--- src/rtl/scan_pkg.sv ---
// Shared definitions for the channel scan sequencer: FSM states and channel geometry.
package scan_pkg;

    localparam int unsigned NUM_CH = 8;
    localparam int unsigned SEL_W  = 3;

    typedef enum logic [1:0] {
        IDLE  = 2'd0,
        DWELL = 2'd1,
        STEP  = 2'd2
    } scan_state_e;

    // Search start point used when leaving IDLE. Searching ascending from the top channel
    // lands on the lowest set bit; searching descending from channel 0 lands on the highest.
    function automatic logic [SEL_W-1:0] scan_start(input logic dir);
        return dir ? SEL_W'(0) : SEL_W'(NUM_CH - 1);
    endfunction

endpackage

--- src/rtl/scan_next_ch.sv ---
// Combinational next-channel search: finds the next set mask bit after cur in direction
// dir with modulo-8 wrap-around. cur itself is only chosen when it is the sole set bit.
module scan_next_ch
    import scan_pkg::*;
(
    input  logic [SEL_W-1:0]  cur,
    input  logic              dir,
    input  logic [NUM_CH-1:0] mask,
    output logic [SEL_W-1:0]  next,
    output logic              wrapped
);

    logic             found;
    logic [SEL_W-1:0] cand;

    // Walk offsets 1..NUM_CH; offset NUM_CH aliases to cur, so a lone channel re-selects itself.
    always_comb begin
        found = 1'b0;
        next  = cur;
        cand  = cur;
        for (int k = 1; k <= int'(NUM_CH); k++) begin
            cand = dir ? (cur - SEL_W'(k)) : (cur + SEL_W'(k));
            if (!found && mask[cand]) begin
                found = 1'b1;
                next  = cand;
            end
        end
    end

    // An advance wraps when it does not move strictly forward in the scan direction.
    always_comb begin
        wrapped = dir ? (next >= cur) : (next <= cur);
    end

endmodule

--- src/rtl/scan_sequencer.sv ---
// Channel scan sequencer: cycles sel through the enabled channels of ch_mask, holding each
// for dwell+1 cycles. The STEP state is the first cycle on a newly selected channel.
// Optional feature: define SCAN_FRAME_CNT_EN to add the frame_cnt output (wrap counter).
module scan_sequencer
    import scan_pkg::*;
#(
    parameter int unsigned DWELL_W = 8
) (
    input  logic               clk,
    input  logic               rst_n,
    input  logic               en,
    input  logic               dir,
    input  logic [DWELL_W-1:0] dwell,
    input  logic [NUM_CH-1:0]  ch_mask,
    output logic [SEL_W-1:0]   sel,
    output logic               sel_valid,
    output logic               step_pulse,
    output logic               wrap
`ifdef SCAN_FRAME_CNT_EN
    ,
    output logic [7:0]         frame_cnt
`endif
);

    scan_state_e        state;
    logic [DWELL_W-1:0] counter;
    logic [SEL_W-1:0]   search_cur;
    logic [SEL_W-1:0]   next_ch;
    logic               next_wrapped;
    logic               run_ok;
    logic               dwell_done;

    // Leaving IDLE the search starts just outside the scan order so it lands on the first channel.
    always_comb begin
        search_cur = (state == IDLE) ? scan_start(dir) : sel;
        run_ok     = en && (ch_mask != '0);
        dwell_done = (counter == dwell);
    end

    scan_next_ch u_next_ch (
        .cur     (search_cur),
        .dir     (dir),
        .mask    (ch_mask),
        .next    (next_ch),
        .wrapped (next_wrapped)
    );

    // Scan FSM with registered sel, counter and pulse outputs.
    always_ff @(posedge clk or negedge rst_n) begin
        if (!rst_n) begin
            state      <= IDLE;
            sel        <= '0;
            sel_valid  <= 1'b0;
            step_pulse <= 1'b0;
            wrap       <= 1'b0;
            counter    <= '0;
        end else begin
            case (state)
                IDLE: begin
                    step_pulse <= 1'b0;
                    wrap       <= 1'b0;
                    counter    <= '0;
                    if (run_ok) begin
                        state     <= DWELL;
                        sel       <= next_ch;
                        sel_valid <= 1'b1;
                    end else begin
                        sel       <= '0;
                        sel_valid <= 1'b0;
                    end
                end
                DWELL, STEP: begin
                    if (!run_ok) begin
                        // Disable wins over a step falling due in the same cycle.
                        state      <= IDLE;
                        sel        <= '0;
                        sel_valid  <= 1'b0;
                        step_pulse <= 1'b0;
                        wrap       <= 1'b0;
                        counter    <= '0;
                    end else if (dwell_done) begin
                        state      <= STEP;
                        sel        <= next_ch;
                        step_pulse <= 1'b1;
                        wrap       <= next_wrapped;
                        counter    <= '0;
                    end else begin
                        state      <= DWELL;
                        step_pulse <= 1'b0;
                        wrap       <= 1'b0;
                        counter    <= counter + DWELL_W'(1);
                    end
                end
                default: begin
                    state      <= IDLE;
                    sel        <= '0;
                    sel_valid  <= 1'b0;
                    step_pulse <= 1'b0;
                    wrap       <= 1'b0;
                    counter    <= '0;
                end
            endcase
        end
    end

`ifdef SCAN_FRAME_CNT_EN
    // Frame counter: counts wrap advances, held at zero while idle.
    always_ff @(posedge clk or negedge rst_n) begin
        if (!rst_n) begin
            frame_cnt <= '0;
        end else if (state == IDLE) begin
            frame_cnt <= '0;
        end else if (run_ok && dwell_done && next_wrapped) begin
            frame_cnt <= frame_cnt + 8'd1;
        end
    end
`endif

endmodule

--- config.mk ---
export PLATFORM = sky130hd
export DESIGN_NAME = scan_sequencer
export DESIGN_NICKNAME = d
export VERILOG_FILES = /design/src/rtl/scan_pkg.sv /design/src/rtl/scan_next_ch.sv /design/src/rtl/scan_sequencer.sv
export SDC_FILE = /design/constraint.sdc
export NUM_CORES = 1
export LEC_CHECK = 0
export CORE_MARGIN = 2
export CORE_UTILIZATION = 52
export DETAILED_ROUTE_END_ITERATION = 12
export GPL_TIMING_DRIVEN = 0
export PLACE_DENSITY = 0.81
export SETUP_SLACK_MARGIN = 0.2
export SYNTH_ARGS = -nofsm -noshare
export SYNTH_HDL_FRONTEND = slang
export SYNTH_SLANG_ARGS = --single-unit
--- constraint.sdc ---
create_clock -name clk -period 6.9 [get_ports clk]
set_clock_uncertainty 0.05 [all_clocks]
set_input_delay 1.035 -clock clk [delete_from_list [all_inputs] [get_ports clk]]
set_output_delay 1.035 -clock clk [all_outputs]
set_load 0.005 [all_outputs]
==> summary.md <==
| Metric | Value |
|---|---|
| Power Density | 490.8 nW/um2 |
| CP Capture Type | flop |
| Syn Nets | 257 |
| Final Setup Violations | 0 |
| Routed vias | 1795 |
| Worst rel slew slack | 49.84% |
| CTS tree | done |
| Unrepaired setup endpoints after global routing | no |
| Largest net degree at the start of global routing | 17 |
| Fraction of registers with async set/reset | 100.0% |
| Commonest non-fill, non-tap cell in the layout | clkdlybuf4s50_1 |
| Initial Utilization | 53.65% |
| MaxCap Viol Count | 0 |
| Initial antenna violation count | 0 |
| Endpoints failing hold | 0 |
| Clk slew on worst S/H paths | 0.07 ns |
| # fillers | 332 |
| Synth Flop Type | dfrtp_1 |
| Antenna Nets Post-Route | 0 |
| DP Area | 2260 um2 |
| Clk_lat worst skew | 0.25 ns |
| Final RePlAce weighted congestion | 0.9641 |
| Final instance area | 2315 um2 |
| I/O pin cnt | 26 |
| Via-to-Cell Ratio | 5.866 |
| Status | finished clean |
| Internal cell power | 0.5633 mW |
| Row cnt | 22 |
| Worst Path Max Fanout | 12 |
| TritonCTS buffer count | 3 |
| Synth cell types | 62 |
| Die area | 4254 um2 |
| DRC Markers | 0 |
| TritonRoute pass-1 iters | 4 |
| Deepest clock path buffer count | 2 |
| Crit path time final | 5.629 ns |
| Syn. warnings | 0 |
| Pwr Total | 1.136 mW |
| Most frequent cells in the layout | clkdlybuf4s50_1, nor2_1, mux2i_1 |
| Clk network pwr share | 7.4% |
| Peak VDD IR | 0.0002651 V |
| Final WL | 4.779 mm |
| WP data required | 6.99 ns |
| Slew @ Worst Pin | 0.7445 ns |
| Fin crit share | 81.58% |
| Buffers on Ports | 25 |
| Pleak | 0.9956 nW |
| Grt ovf | 0 |
| Flops & latches, synth | 16 |
| Comb pwr share | 81.3% |
| Routed wire per std cell | 15.62 um |
| CP Class | input pin to flop |
| Cell Area, Synth | 1949 um2 |
| Max Clk Rate | 177.6 MHz |
| Seq pwr share | 11.3% |
| Sw power | 0.5728 mW |
| Top post-synthesis cells by area | dfrtp_1, mux2i_1, xnor2_1 |
| Post-CTS Resized | 0 |
| WP data arrival | 5.72 ns |
| Setup Buffers After CTS | 0 |
| Sequential area share after synthesis | 20.54% |
| Final #Nets | 287 |
| Synthesized instance count | 229 |
| Hold Crit Class | flop to flop |
| Hold-fix buffers, CTS | 0 |
| Sum of negative setup slack | 0 ns |
| Iteration-0 DRC count of the detailed router | 147 |
| Post-synth EDFFs | 0 |
| Max-slew violations | 0 |
| Share of the synthesized area in the top cell type | 20.54% |
| H-tree levels | 1 |
| Area growth from synthesis to layout | 18.74% |
| First-pass GRT wire length | 8.293 mm |
| Syn Area/Cell | 8.513 um2 |
| Share of layout cells above drive strength 1 | 12.79% |
| Setup crit start kind | input pin |
| Die X | 65.23 um |
| CORE AREA | 3633 um2 |
| Top cell type by total area after synthesis | dfrtp_1 |
| Clk root buf | clkbuf_8 |
| Number of antenna diodes | 0 |
| HPWL after DPL | 3.778 mm |
| Sw Ratio | 50.42% |
| Number of global-route vias before repair | 1648 |
| Die Ht | 65.23 um |
| GRT Total Usage | 24.93% |
| CTS sink count | 16 |
==> registers in the layout (all words and copies together), names as in the netlist <==
signal      flops
sel             3
sel_valid       1
counter         8
step_pulse      1
state           2
wrap            1
==> final cells by class <==
cell class	instances	area [um2]	share of cell area, %
Multi-Input combinational cell	191	1453	62.76
Sequential cell	16	400.4	17.30
Timing Repair Buffer	25	250.2	10.81
Tap cell	48	60.06	2.595
Inverter	15	58.81	2.541
Clock buffer	4	55.05	2.378
Buffer	7	37.54	1.622
==> routing by layer <==
layer  share of wire, %  track usage, %  vias up
met3                3.7           3.767        6
met1                 47           36.96      852
met5                  0               0        -
li1                   -               -      896
met4               0.52           3.125        0
met2                 49           39.54       41
==> synth_stat cells (all sizes together), types with 2 or more instances <==
cell    instances
nor2           24
mux2i          22
nand2          18
dfrtp          16
inv            15
nand3          14
xnor2          14
o21ai          12
and3            8
a21oi           6
ha              6
xor2            6
buf             5
mux2            4
nor2b           4
a211oi          3
a22oi           3
mux4            3
nand2b          3
nand4           3
nor3            3
nor4            3
o32ai           3
a21boi          2
a21o            2
a22o            2
a31oi           2
and2            2
clkbuf          2
fa              2
o211ai          2
o22ai           2
o31ai           2
==> critical path, stage by stage <==
cell             delay (ns)
clkdlybuf4s50_1        0.53
buf_6                  0.16
nor2b_1                0.08
a21oi_4                0.33
inv_4                  0.16
fa_1                   0.50
buf_1                  0.33
mux2i_1                0.32
and3_1                 0.21
a211oi_2               0.06
nor3_2                 0.36
o211ai_1               0.14
a22o_1                 0.27
a22oi_2                0.21
nor2_1                 0.08
ha_1                   0.32
a21o_1                 0.16
a21oi_1                0.19
xnor2_1                0.16
a21oi_1                0.09
==> power groups by stage <==
stage | logic (mW) | registers (mW) | clock network (mW)
floorplan | 0.723 | 0.126 | 0
CTS | 0.917 | 0.128 | 0.0853
global placement | 0.895 | 0.128 | 0
finish | 0.924 | 0.128 | 0.0836
detailed placement | 0.913 | 0.129 | 0
global route | 1.01 | 0.130 | 0.0889
==> through the flow <==
stage	worst slack [ns]	instances	util [%]	hold WS, ns
3_5_place_dp	1.023	302	62.19	0.4890
2_1_floorplan	2.155	229	-	0.4522
4_1_cts	1.293	306	63.71	0.5108
5_1_grt	0.9600	306	63.71	0.5322
6_report	1.271	306	63.71	0.5106
3_3_place_gp	1.111	302	62.19	0.4888
==> path summary, 6_finish.rpt <==
path | start | end | slack, ns | cells past startpoint
hold reg to reg | counter[0] | counter[0] | 0.51 | 1
hold / removal | counter[0] | counter[0] | 0.51 | 1
setup / recovery | dir | wrap | 1.27 | 20
max in group asynchronous | rst_n | sel[2] | 5.18 | 1
min in group asynchronous | rst_n | counter[3] | 1.16 | 1
setup reg to reg | state[0] | wrap | 1.89 | 19
==> cells by family after synthesis <==
group / count (synthesis) / share of synthesized area, %
buf+inv: 22 / 4.942
compound gates: 49 / 19.71
xor+xnor: 20 / 10.14
fa+ha+maj: 8 / 5.905
mux: 29 / 17.07
flops: 16 / 20.54
simple gates: 85 / 21.70
Power figures use the tool's default switching activity.
